<file path="src/rtl/fetch_queue.sv">
// fetch_queue: instruction-fetch stage with a DEPTH-entry in-order prefetch
// queue and a pipelined instruction-memory read port (up to MAX_OUT reads
// in flight). A redirect flushes the queue, reloads the fetch pc and marks
// every still-outstanding read for discard.
//
// Handshakes:
//   memory request : a read transfers on a rising clk_i when
//                    im_req_o && !im_busy_i. im_addr_o is stable while
//                    im_req_o is high and the memory is busy.
//   memory response: im_rvalid_i carries one word per cycle, in request
//                    order. There is no backpressure. The credit rule
//                    (count + pending < DEPTH) reserves a queue slot for
//                    every outstanding read.
//   decode         : the head transfers on a rising clk_i when
//                    valid_o && !stall_i.
module fetch_queue #(
  parameter int unsigned      XLEN     = 32,
  parameter int unsigned      DEPTH    = 4,
  parameter int unsigned      MAX_OUT  = 2,
  parameter logic [XLEN-1:0]  RESET_PC = '0,
  parameter logic [XLEN-1:0]  NOP      = '0
) (
  input  logic            clk_i,
  input  logic            rst_n_i,
  input  logic            redirect_i,
  input  logic [XLEN-1:0] redirect_pc_i,
  input  logic            stall_i,
  output logic            im_req_o,
  output logic [XLEN-1:0] im_addr_o,
  input  logic            im_busy_i,
  input  logic            im_rvalid_i,
  input  logic [XLEN-1:0] im_dout_i,
  output logic            valid_o,
  output logic [XLEN-1:0] inst_o,
  output logic [XLEN-1:0] pc_o,
  output logic            stall_o
);

  localparam int unsigned PTR_W = $clog2(DEPTH);
  localparam int unsigned CNT_W = $clog2(DEPTH + 1);
  localparam int unsigned OUT_W = $clog2(MAX_OUT + 1);
  localparam int unsigned SUM_W = $clog2(2 * DEPTH + 1);

  // Fetch bookkeeping.
  logic [XLEN-1:0]  r_fetch_pc;
  logic [OUT_W-1:0] r_pending;
  logic [OUT_W-1:0] r_drop;

  // Queue storage and pointers.
  logic [XLEN-1:0]  r_q_inst [DEPTH];
  logic [XLEN-1:0]  r_q_pc   [DEPTH];
  logic [PTR_W-1:0] r_head;
  logic [PTR_W-1:0] r_tail;
  logic [CNT_W-1:0] r_count;

  // Combinational control.
  logic [SUM_W-1:0] w_occupancy;
  logic             w_req;
  logic             w_accept;
  logic             w_rsp;
  logic             w_drop_rsp;
  logic             w_enq;
  logic             w_valid;
  logic             w_deq;
  logic [XLEN-1:0]  w_rsp_pc;
  logic [XLEN-1:0]  w_redirect_pc;
  logic             w_unused_bits;

  // The low two bits of the redirect target are forced to zero.
  assign w_redirect_pc = {redirect_pc_i[XLEN-1:2], 2'b00};
  assign w_unused_bits = ^redirect_pc_i[1:0];

  // Credit rule: queued entries plus reads in flight never exceed DEPTH.
  // This guarantees that a response always finds a free queue slot.
  assign w_occupancy = SUM_W'(r_count) + SUM_W'(r_pending);
  assign w_req       = !redirect_i
                       && (r_pending < OUT_W'(MAX_OUT))
                       && (w_occupancy < SUM_W'(DEPTH));
  assign w_accept    = w_req && !im_busy_i;

  // A response with nothing outstanding is a protocol error and is ignored.
  assign w_rsp       = im_rvalid_i && (r_pending != '0);
  assign w_drop_rsp  = w_rsp && (r_drop != '0);
  assign w_enq       = w_rsp && !w_drop_rsp && !redirect_i;

  assign w_valid     = (r_count != '0);
  assign w_deq       = w_valid && !stall_i && !redirect_i;

  // Reads still in flight that are not being dropped form a contiguous run
  // of word addresses ending just below fetch_pc. The oldest of them, which
  // is the one answered now, therefore sits pending words back.
  assign w_rsp_pc    = r_fetch_pc - (XLEN'(r_pending) << 2);

  assign im_req_o    = w_req;
  assign im_addr_o   = r_fetch_pc;

  // Decode-side outputs come only from registered queue state.
  assign valid_o     = w_valid;
  assign inst_o      = w_valid ? r_q_inst[r_head] : NOP;
  assign pc_o        = w_valid ? r_q_pc[r_head]   : '0;
  assign stall_o     = !w_valid;

  // Fetch pc: reload on redirect, otherwise advance one word per accepted read.
  always_ff @(posedge clk_i or negedge rst_n_i) begin
    if (!rst_n_i) begin
      r_fetch_pc <= RESET_PC;
    end else if (redirect_i) begin
      r_fetch_pc <= w_redirect_pc;
    end else if (w_accept) begin
      r_fetch_pc <= r_fetch_pc + XLEN'(4);
    end
  end

  // Outstanding-read counter: up on accept, down on any response.
  always_ff @(posedge clk_i or negedge rst_n_i) begin
    if (!rst_n_i) begin
      r_pending <= '0;
    end else begin
      case ({w_accept, w_rsp})
        2'b10:   r_pending <= r_pending + OUT_W'(1);
        2'b01:   r_pending <= r_pending - OUT_W'(1);
        default: r_pending <= r_pending;
      endcase
    end
  end

  // Discard counter: a redirect condemns every read left in flight after this cycle.
  always_ff @(posedge clk_i or negedge rst_n_i) begin
    if (!rst_n_i) begin
      r_drop <= '0;
    end else if (redirect_i) begin
      r_drop <= r_pending - OUT_W'(w_rsp);
    end else if (w_drop_rsp) begin
      r_drop <= r_drop - OUT_W'(1);
    end
  end

  // Queue pointers and occupancy. A redirect empties the queue.
  always_ff @(posedge clk_i or negedge rst_n_i) begin
    if (!rst_n_i) begin
      r_head  <= '0;
      r_tail  <= '0;
      r_count <= '0;
    end else if (redirect_i) begin
      r_head  <= '0;
      r_tail  <= '0;
      r_count <= '0;
    end else begin
      if (w_deq) begin
        r_head <= r_head + PTR_W'(1);
      end
      if (w_enq) begin
        r_tail <= r_tail + PTR_W'(1);
      end
      case ({w_enq, w_deq})
        2'b10:   r_count <= r_count + CNT_W'(1);
        2'b01:   r_count <= r_count - CNT_W'(1);
        default: r_count <= r_count;
      endcase
    end
  end

  // Queue storage: write the returning word and its address at the tail.
  always_ff @(posedge clk_i) begin
    if (w_enq) begin
      r_q_inst[r_tail] <= im_dout_i;
      r_q_pc[r_tail]   <= w_rsp_pc;
    end
  end

endmodule

</file>
<file path="config.mk">
export PLATFORM = sky130hd
export DESIGN_NAME = fetch_queue
export DESIGN_NICKNAME = d
export VERILOG_FILES = /design/src/rtl/fetch_queue.sv
export SDC_FILE = /design/constraint.sdc
export NUM_CORES = 1
export LEC_CHECK = 0
export ABC_AREA = 0
export BUFFER_PORTS_ARGS = -buffer_cell sky130_fd_sc_hd__buf_2
export CAP_MARGIN = 25
export CORE_ASPECT_RATIO = 0.6
export CORE_MARGIN = 3
export CORE_UTILIZATION = 45
export DETAILED_ROUTE_END_ITERATION = 16
export HOLD_SLACK_MARGIN = 0.08
export PLACE_DENSITY = 0.67
export SLEW_MARGIN = 5
export SYNTH_ARGS = -nofsm -noshare
export SYNTH_HDL_FRONTEND = slang
export SYNTH_SLANG_ARGS = --single-unit
</file>
<file path="constraint.sdc">
create_clock -name clk_i -period 3.1 [get_ports clk_i]
set_clock_uncertainty 0.15 [all_clocks]
set_input_delay 0.31 -clock clk_i [delete_from_list [all_inputs] [get_ports clk_i]]
set_output_delay 0.31 -clock clk_i [all_outputs]
set_load 0.1 [all_outputs]
</file>
After elaboration in Yosys (flattened, before gate mapping)
Memories as Yosys holds them, arrays and structs flattened.
Cells that the tools add are included.
{"block": "op_classes", "reduce_logical": 23, "n_eq_ne": 4, "mux": 15, "order_cmp": 2, "add_sub_neg": 11}
{"op": "$mux 32", "n": 4}
{"op": "$add 32x3->32 const B", "n": 1}
{"op": "$sub 32x4->32", "n": 1}
{"op": "$reduce_bool 2->1", "n": 7}
{"op": "$mux 2", "n": 6}
{"op": "$logic_and 1x1->1", "n": 9}
{"op": "$add 2x1->2 const B", "n": 3}
{"op": "$pmux 3 s2", "n": 1}
{"op": "$reduce_bool 3->1", "n": 2}
{"op": "$logic_not 1->1", "n": 5}
{"op": "$add 3x2->4", "n": 1}
{"op": "$eq 2x1->1 const B", "n": 2}
{"op": "$eq 2x2->1 const B", "n": 2}
{"op": "$lt 4x3->1 const B", "n": 1}
{"op": "$pmux 2 s2", "n": 1}
{"op": "$sub 2x1->2 const B", "n": 2}
{"op": "$add 3x1->3 const B", "n": 1}
{"op": "$mux 3", "n": 1}
{"op": "$sub 3x1->3 const B", "n": 1}
{"op": "$lt 2x2->1 const B", "n": 1}
{"op": "$mux 1", "n": 2}
{"op": "$sub 2x1->2", "n": 1}
{"block": "totals", "n_memories": 2, "elab_cells": 63, "ramBits": 256, "in_bits": 70, "out_inout_bits": 99, "reg_bits": 43}
{"memory": "r_q_inst", "words": 4, "word_bits": 32, "rd": 1, "rd_ports_with_merged_regs": 0, "write_ports": 1, "line": "50", "rtl": "logic [XLEN-1:0] r_q_inst [DEPTH];"}
{"memory": "r_q_pc", "words": 4, "word_bits": 32, "rd": 1, "rd_ports_with_merged_regs": 0, "write_ports": 1, "line": "51", "rtl": "logic [XLEN-1:0] r_q_pc [DEPTH];"}

Depth between registers and ports, before layout
Gate-level depths: netlist of the first run.
{"block": "depth", "word_depth": 9, "mapped_depth": 9, "mapped_depth_nobuf": 9}

Least setup slack after synthesis of the first run
No wires, ideal clock.
{"block": "synth_timing", "path_kind": "reg-to-output", "start": "reg r_pending[1]", "end": "out im_req_o", "path_slack_ps": -575, "n_path_buf": 0, "required_time_ps": 2640, "arrival_time_ps": 3215, "path_stages_with_launch": 4, "path_cell_list": "dfrtp_1 > ha_1 > a311o_1 > nor3_1"}
{"block": "synth_between", "elab_chain_len": 3, "elab_cells_between_ends": 5, "cone_classes": "1 x add/sub; 2 x order compare; 2 x reduce/logical"}
{"item": "start, declared", "line": "46", "rtl": "logic [OUT_W-1:0] r_pending;"}
{"item": "start signal, assigned", "line": "120", "rtl": "2'b10: r_pending <= r_pending + OUT_W'(1);"}
{"item": "start signal, assigned", "line": "121", "rtl": "2'b01: r_pending <= r_pending - OUT_W'(1);"}
{"item": "start signal, assigned", "line": "122", "rtl": "default: r_pending <= r_pending;"}
{"item": "$add 3x2->4 / $lt 2x2->1 (equally long branches)", "line": "75, 77"}
{"item": "$lt 4x3->1 / $logic_and 1x1->1 (equally long branches)", "line": "78, 77"}
{"item": "$logic_and 1x1->1 *", "line": "78", "rtl": "&& (w_occupancy < SUM_W'(DEPTH));"}
{"item": "end, declared", "line": "28", "rtl": "output logic im_req_o,"}
Every way passes the cells marked *; elsewhere a longest branch is shown, timed or not.

Final worst setup path of the first run
{"block": "layout_timing", "start": "reg r_head[0]", "end": "out pc_o[31]"}
{"block": "layout_between", "elab_chain_len": 2}
{"item": "start, declared", "line": "52", "rtl": "logic [PTR_W-1:0] r_head;"}
{"item": "start signal, assigned", "line": "150", "rtl": "r_head <= r_head + PTR_W'(1);"}
{"item": "$mem_v2 4x32"}
{"item": "$mux 32", "line": "100", "rtl": "assign pc_o = w_valid ? r_q_pc[r_head] : '0;"}
{"item": "end, declared", "line": "35", "rtl": "output logic [XLEN-1:0] pc_o,"}
Every way passes these cells.

==> PnR_summary.wiki, run 1 <==
{| class="wikitable"
! Metric !! Value
|-
| Share of power burned in the clock network || 0.218
|-
| Number of H-tree levels || 1
|-
| Final non-filler cell total || 1398
|-
| EDFF count, synth || 248
|-
| Initial core utilization || 0.465
|-
| Final setup violation count || 0
|-
| Fin Hold WS || 0.134 ns
|-
| Maximum number of pins on one net before global-route repair || 66
|-
| Final Net Count || 1099
|-
| Antenna cell count || 0
|-
| Cell area after synthesis || 12500 sq um
|-
| Reg2reg end || im_addr_o[26]
|-
| Reg-to-Reg Start || r_count[1]
|-
| Floorplan Core Area || 26800 sq um
|-
| Post-synth top flop || sky130_fd_sc_hd__edfxtp_1
|-
| Area of all sequential standard cells || 8480 sq um
|-
| RSZ-0062 raised after global routing || false
|-
| Die W || 221 um
|-
| Total clock buffers created by CTS || 28
|-
| Number of antenna violations at the first check in global routing || 0
|-
| Maximum root-to-sink buffer count || 3
|-
| Post-route cell area || 15500 sq um
|-
| Net switching power || 6.98 mW
|-
| Number of design-rule violations left by the first detailed-router iteration || 571
|-
| Max-capacitance violation count || 0
|-
| PortBufs || 162
|-
| Fmax achieved || 344 MHz
|-
| Critical path capture point type || primary output
|-
| Power density over cell area || 968 nW/um^2
|-
| Setup total negative slack || 0 ns
|-
| Count of endpoints failing hold in the final timing report || 0
|-
| Cell count of the worst reg-to-reg path || 6
|-
| DRC violations left || 0
|-
| Number of warning messages in the yosys log || 0
|-
| Placed cell count || 1274
|-
| Clk Tree Root Cell || sky130_fd_sc_hd__clkbuf_16
|-
| Relative max-transition margin || 0.461
|-
| Area enclosed by the die boundary || 29800 sq um
|-
| Count of unique library cells instantiated by Yosys || 49
|-
| Internal portion of total power || 7.97 mW
|-
| Area share of the largest cell type after synthesis || 0.597
|-
| Sequential fraction of the synthesis area || 0.680
|-
| Die Span Y || 135 um
|-
| Worst EP arrival || 2.44 ns
|-
| Count of final max-slew check failures || 0
|-
| Largest area contributor in the synthesized netlist || sky130_fd_sc_hd__edfxtp_1
|-
| Number of synthesized register bits || 289
|-
| Vias per std cell || 5.23
|-
| First-pass GRT wire length || 43300 um
|-
| Number of primary I/O pins || 169
|-
| Post-layout util || 0.576
|-
| Combinational Power Share || 0.467
|-
| Worst setup timing slack at the placement stage || 0.416 ns
|-
| Via count of the routed design || 7315
|-
| Largest cells by area after synthesis || sky130_fd_sc_hd__edfxtp_1 60%, sky130_fd_sc_hd__mux4_2 11%, sky130_fd_sc_hd__dfrtp_1 8.2%
|-
| Flop pwr share || 0.314
|-
| Clock latency reported for the late side of the worst-skew pair || 0.53 ns
|-
| TritonCTS clock tree || done
|-
| Fraction of registers with async set or reset after synthesis || 0.142
|-
| Overall track demand over capacity in global routing || 0.185
|-
| Hold crit path type || in2async
|-
| Clock Sink Count || 289
|-
| Vias in the first global route || 7388
|-
| Placement Cell Area || 13900 sq um
|-
| Syn Inst Count || 767
|-
| Outcome || finished, final reports clean
|-
| Period utilization || 0.937
|-
| GRT overflow || 0
|-
| Average cell area after synthesis || 16.3 sq um
|-
| Quantity of gates resized following cts || 0
|-
| Highest net fanout along the worst path || 21
|-
| Total of fill cells in the finished design || 2140
|-
| Worst voltage drop across the vdd grid || 1.64 mV
|-
| Antenna violation net count after detailed routing || 0
|-
| Critical path launch point type || flop
|-
| Rows || 46
|-
| Average routed wire per standard cell || 19.8 um
|-
| WP data required || 2.64 ns
|-
| Leakage power summed over all cells || 5.65 nW
|-
| CTS clock-pin slew for the worst setup and hold paths || 0.06 ns
|-
| Number of detailed-route iterations in the first pass || 5
|-
| Routed wire length || 27700 um
|-
| Global placement routability congestion || 0.787
|-
| Share of final-layout standard cells stronger than drive strength 1 || 0.315
|-
| CP Class || reg2out
|-
| Multi-input gate area || 3720 sq um
|-
| Total power after layout || 15.0 mW
|-
| Sw frac || 0.467
|-
| Layout overhead on the synthesized area || 24.0%
|-
| Slew of the pin with the lowest slew margin || 0.805 ns
|-
| R2r setup slk || 0.37 ns
|-
| Shortest period the worst path allows || 2.90 ns
|-
| HPWL Detailed || 17100 um
|-
| Worst-case setup margin in the final layout || 0.195 ns
|}
cells in the final DEF, fill, tap and decap left out, types with 3 or more instances in the layout:
cell type,n
sky130_fd_sc_hd__and2_1,63
sky130_fd_sc_hd__conb_1,4
sky130_fd_sc_hd__clkinv_2,6
sky130_fd_sc_hd__and3_1,6
sky130_fd_sc_hd__a21oi_1,3
sky130_fd_sc_hd__dfrtp_1,39
sky130_fd_sc_hd__buf_4,33
sky130_fd_sc_hd__xor2_1,34
sky130_fd_sc_hd__buf_12,8
sky130_fd_sc_hd__clkbuf_16,29
sky130_fd_sc_hd__nand3_1,15
sky130_fd_sc_hd__or4_1,4
sky130_fd_sc_hd__nor3_1,16
sky130_fd_sc_hd__mux4_2,62
sky130_fd_sc_hd__clkinv_1,10
sky130_fd_sc_hd__o21ai_0,26
sky130_fd_sc_hd__nand4_1,13
sky130_fd_sc_hd__xnor2_1,31
sky130_fd_sc_hd__inv_1,15
sky130_fd_sc_hd__or3_1,5
sky130_fd_sc_hd__ha_1,11
sky130_fd_sc_hd__nand2_1,44
sky130_fd_sc_hd__nor2_1,27
sky130_fd_sc_hd__edfxtp_1,248
sky130_fd_sc_hd__nor3_2,4
sky130_fd_sc_hd__and2_2,4
sky130_fd_sc_hd__dlygate4sd3_1,65
sky130_fd_sc_hd__o21ai_1,5
sky130_fd_sc_hd__nor4_1,4
sky130_fd_sc_hd__buf_2,162
sky130_fd_sc_hd__or4_4,3
registers in the layout, summed over array words and instances (netlist names):
name,count
r_q_inst,128
r_pending,2
r_head,2
r_q_pc,120
r_tail,2
r_drop,2
im_addr_o,30
r_count,3
per-layer routing:
layer | GRT usage | routed length, um | up-vias
li1 | - | - | 3386
met2 | 0.280 | 12500 | 237
met1 | 0.285 | 13100 | 3657
met4 | 0.0343 | 437 | 0
met5 | 0 | 0 | -
met3 | 0.0350 | 1690 | 35
cell families after synthesis:
kind of cell,share of synthesized area
DFF,0.680
and+or+nand+nor,0.102
buffers and inverters,0.0237
muxes,0.115
xor gates and xnor gates,0.0457
AOI/OAI and AO/OA,0.0187
adders and majority gates,0.0143
other,0.000301
worst max path at each step:
| stage | to | cells past startpoint | from |
|---|---|---|---|
| after global routing | pc_o[31] | 4 | r_head[0] |
| after CTS | pc_o[31] | 4 | r_head[0] |
| final | pc_o[31] | 4 | r_head[0] |
| after detailed placement | im_addr_o[26] | 6 | r_count[1] |
| after floorplan | r_q_inst[0][0] | 5 | r_drop[0] |
| after global placement | im_addr_o[26] | 6 | r_count[1] |
Yosys cell counts (4+ instances only):
library cell,number
sky130_fd_sc_hd__nor3_1,17
sky130_fd_sc_hd__inv_1,15
sky130_fd_sc_hd__o21ai_1,5
sky130_fd_sc_hd__xnor2_1,31
sky130_fd_sc_hd__nand3_1,15
sky130_fd_sc_hd__or3_1,6
sky130_fd_sc_hd__xor2_1,34
sky130_fd_sc_hd__buf_2,11
sky130_fd_sc_hd__ha_1,11
sky130_fd_sc_hd__and2_1,67
sky130_fd_sc_hd__nor2_1,27
sky130_fd_sc_hd__nor4_1,4
sky130_fd_sc_hd__edfxtp_1,248
sky130_fd_sc_hd__o21ai_0,26
sky130_fd_sc_hd__and3_1,6
sky130_fd_sc_hd__nand4_1,13
sky130_fd_sc_hd__or4_1,4
sky130_fd_sc_hd__nand2_1,44
sky130_fd_sc_hd__mux4_2,62
sky130_fd_sc_hd__dfrtp_1,41
sky130_fd_sc_hd__buf_4,4
sky130_fd_sc_hd__clkbuf_1,33
power groups by stage:
stage                     Sequential [mW]  Combinational, mW  Clock (mW)
after CTS                            4.72               6.97        3.35
after floorplan                      5.00               5.39           0
after detailed placement             4.80               6.89           0
final                                4.70               6.99        3.27
after global placement               4.79               6.86           0
after global routing                 4.72               7.32        3.52
timing repair:
| item | in CTS | in global routing |
|---|---|---|
| endpoints found under the hold margin | 202 | 0 |
| setup buffers | 0 | 7 |
| hold buffers | 65 | 0 |
| setup endpoints to repair | 0 | 1 |
critical path, stage by stage, from the launching register on:
cell and delay, ns:
sky130_fd_sc_hd__dfrtp_4 0.56, sky130_fd_sc_hd__buf_12 0.25, sky130_fd_sc_hd__mux4_2 0.53, sky130_fd_sc_hd__and2_1 0.24, sky130_fd_sc_hd__buf_2 0.32
cell type report:
cell class / count / area share
inverter: 15 / 0.00364
clock inverter: 21 / 0.00955
multi-input combinational: 414 / 0.241
timing repair buffer: 268 / 0.121
clock buffer: 31 / 0.0474
sequential: 289 / 0.549
tap: 360 / 0.0291
(Power assumes the default switching activity.)
==> run 2, diff against run 1 <==
Settings changed: BUFFER_PORTS_ARGS -buffer_cell sky130_fd_sc_hd__buf_2 to unset, DONT_BUFFER_PORTS set to 1, PLACE_DENSITY 0.67 to unset.
==> run 2 against run 1 <==
  * Routed wire length up 6.1%
  * Core utilization down 0.47 points
  * Total power up 1.9%
  * Cell count down 5.4%
  * Design area down 0.82%
  * Critical path depth unchanged
  * Via count down 0.70%
  * First-iteration DRC count down 8.2%
  * Flip-flop and latch count unchanged
  * Combinational power up 3.6%
  * Critical endpoint is now pc_o[22]
==> PnR_summary.wiki, run 2 (same netlist as run 1, synthesis figures left out) <==
{| class="wikitable"
! Metric !! Value
|-
| Placed cell count || 1199
|-
| Maximum root-to-sink buffer count || 3
|-
| Final non-filler cell total || 1322
|-
| WP data required || 2.64 ns
|-
| Worst EP arrival || 2.45 ns
|-
| Global placement routability congestion || 0.812
|-
| Via count of the routed design || 7264
|-
| Setup total negative slack || 0 ns
|-
| Shortest period the worst path allows || 2.91 ns
|-
| Worst path buffer plus inverter count || 2
|-
| Clock Sink Count || 289
|-
| Sw frac || 0.461
|-
| CP Class || reg2out
|-
| Layout overhead on the synthesized area || 23.0%
|-
| Placement Cell Area || 13700 sq um
|-
| Maximum number of pins on one net before global-route repair || 72
|-
| Critical path launch point type || flop
|-
| Flop pwr share || 0.310
|-
| Clock latency reported for the late side of the worst-skew pair || 0.55 ns
|-
| First-pass GRT wire length || 45800 um
|-
| Delay contributed by the slowest stage of the critical path || 0.64 ns
|-
| Outcome || finished, final reports clean
|-
| TritonCTS clock tree || done
|-
| Rows || 46
|-
| Critical path capture point type || primary output
|-
| Share of final-layout standard cells stronger than drive strength 1 || 0.256
|-
| Number of design-rule violations left by the first detailed-router iteration || 524
|-
| Power density over cell area || 994 nW/um^2
|-
| Final Net Count || 1023
|-
| Net switching power || 7.02 mW
|-
| RSZ-0062 raised after global routing || false
|-
| Total of fill cells in the finished design || 2111
|-
| Crit path max-delay family || flip-flops
|-
| Average routed wire per standard cell || 22.3 um
|-
| Quantity of gates resized following cts || 0
|-
| Clk Tree Root Cell || sky130_fd_sc_hd__clkbuf_16
|-
| Post-layout util || 0.571
|-
| Die W || 221 um
|-
| Area enclosed by the die boundary || 29800 sq um
|-
| Count of final max-slew check failures || 0
|-
| Internal portion of total power || 8.22 mW
|-
| Vias in the first global route || 7638
|-
| Flip-flop count of the largest register after layout || 128
|-
| Overall track demand over capacity in global routing || 0.201
|-
| Antenna violation net count after detailed routing || 0
|-
| Largest reg by FF count || r_q_inst
|-
| Total clock buffers created by CTS || 28
|-
| Number of H-tree levels || 1
|-
| Fmax achieved || 344 MHz
|-
| Period utilization || 0.939
|-
| Number of primary I/O pins || 169
|-
| Worst voltage drop across the vdd grid || 0.899 mV
|-
| Routed wire length || 29400 um
|-
| CTS clock-pin slew for the worst setup and hold paths || 0.07 ns
|-
| Commonest non-fill, non-tap cell in the layout || sky130_fd_sc_hd__edfxtp_1
|-
| Cell chain of the critical path || buf_12 -> mux4_2 -> and2_1 -> buf_4
|-
| Number of detailed-route iterations in the first pass || 5
|-
| Combinational Power Share || 0.475
|-
| Post-route cell area || 15300 sq um
|-
| Cell with the largest stage delay on the worst path || sky130_fd_sc_hd__dfrtp_4
|-
| Critical path depth in cells || 4
|-
| Hold crit path type || in2async
|-
| Cell count of the worst reg-to-reg path || 6
|-
| Final setup violation count || 0
|-
| Fin Hold WS || 0.105 ns
|-
| PortBufs || 0
|-
| HPWL Detailed || 19200 um
|-
| Highest net fanout along the worst path || 16
|-
| Relative max-transition margin || 0.343
|-
| GRT overflow || 0
|-
| Slew of the pin with the lowest slew margin || 0.986 ns
|-
| Max-capacitance violation count || 0
|-
| Initial core utilization || 0.465
|-
| Count of endpoints failing hold in the final timing report || 0
|-
| Number of antenna violations at the first check in global routing || 1
|-
| Floorplan Core Area || 26800 sq um
|-
| Most frequent cells in the layout || 248 x sky130_fd_sc_hd__edfxtp_1, 115 x sky130_fd_sc_hd__buf_4, 68 x sky130_fd_sc_hd__dlygate4sd3_1
|-
| DRC violations left || 0
|-
| Leakage power summed over all cells || 5.39 nW
|-
| Vias per std cell || 5.49
|-
| Share of power burned in the clock network || 0.215
|-
| Die Span Y || 135 um
|}
## run 2: what timing repair did
action | in CTS | in global routing
hold endpoints to repair | 210 | 0
hold buffers | 70 | 0
endpoints found under the setup margin | 1 | 0
setup buffers | 1 | 0
## run 2: worst register-to-register path: stages (launching register included)
cell                      delay (ns)
sky130_fd_sc_hd__dfrtp_1        0.49
sky130_fd_sc_hd__ha_1           0.34
sky130_fd_sc_hd__a311o_1        0.38
sky130_fd_sc_hd__or4_4          0.68
sky130_fd_sc_hd__nor3b_1        0.28
sky130_fd_sc_hd__xor2_1         0.10
sky130_fd_sc_hd__mux2_2         0.28
## run 2: power groups by stage
stage               combinational [mW]  clock, mW  sequential [mW]
global route                      7.58       3.53             4.74
floorplan                         5.39          0             5.00
finish                            7.24       3.28             4.72
detailed placement                7.08          0             4.83
global placement                  7.03          0             4.82
CTS                               7.30       3.36             4.72
## run 2: routing by layer
| layer | up-vias | GRT usage | share of wire |
|---|---|---|---|
| li1 | 3245 | - | - |
| met1 | 3744 | 0.279 | 0.44 |
| met2 | 221 | 0.327 | 0.48 |
| met3 | 52 | 0.0456 | 0.064 |
| met4 | 2 | 0.0504 | 0.020 |
| met5 | - | 0 | 0.00024 |
## run 2: metrics by stage
stage	setup WS (ns)	power, mW
2_1_floorplan	0.0877	10.4
3_3_place_gp	0.304	11.8
3_5_place_dp	0.315	11.9
4_1_cts	0.147	15.4
5_1_grt	0.0572	15.8
6_report	0.191	15.2
## run 2: path summary, 6_finish.rpt
path	startpoint	to	slack, ns
min in group clk_i	im_busy_i	r_pending[0]	0.13
max reg2reg	r_pending[1]	im_addr_o[26]	0.29
max in group asynchronous	rst_n_i	r_head[0]	2.48
max	r_head[0]	pc_o[22]	0.19
min	rst_n_i	im_addr_o[29]	0.11
min reg2reg	r_tail[1]	r_tail[1]	0.45
## run 2: area by class of cell
class	instances	area, sq um	share of cell area
clock buffers	38	759	0.0496
well taps	360	450	0.0294
repair buffers	192	1730	0.113
multi-input cells	414	3730	0.244
flip-flops and latches	289	8480	0.553
diodes	1	2.50	0.000163
inverters	15	56.3	0.00367
clock inverters	13	113	0.00735
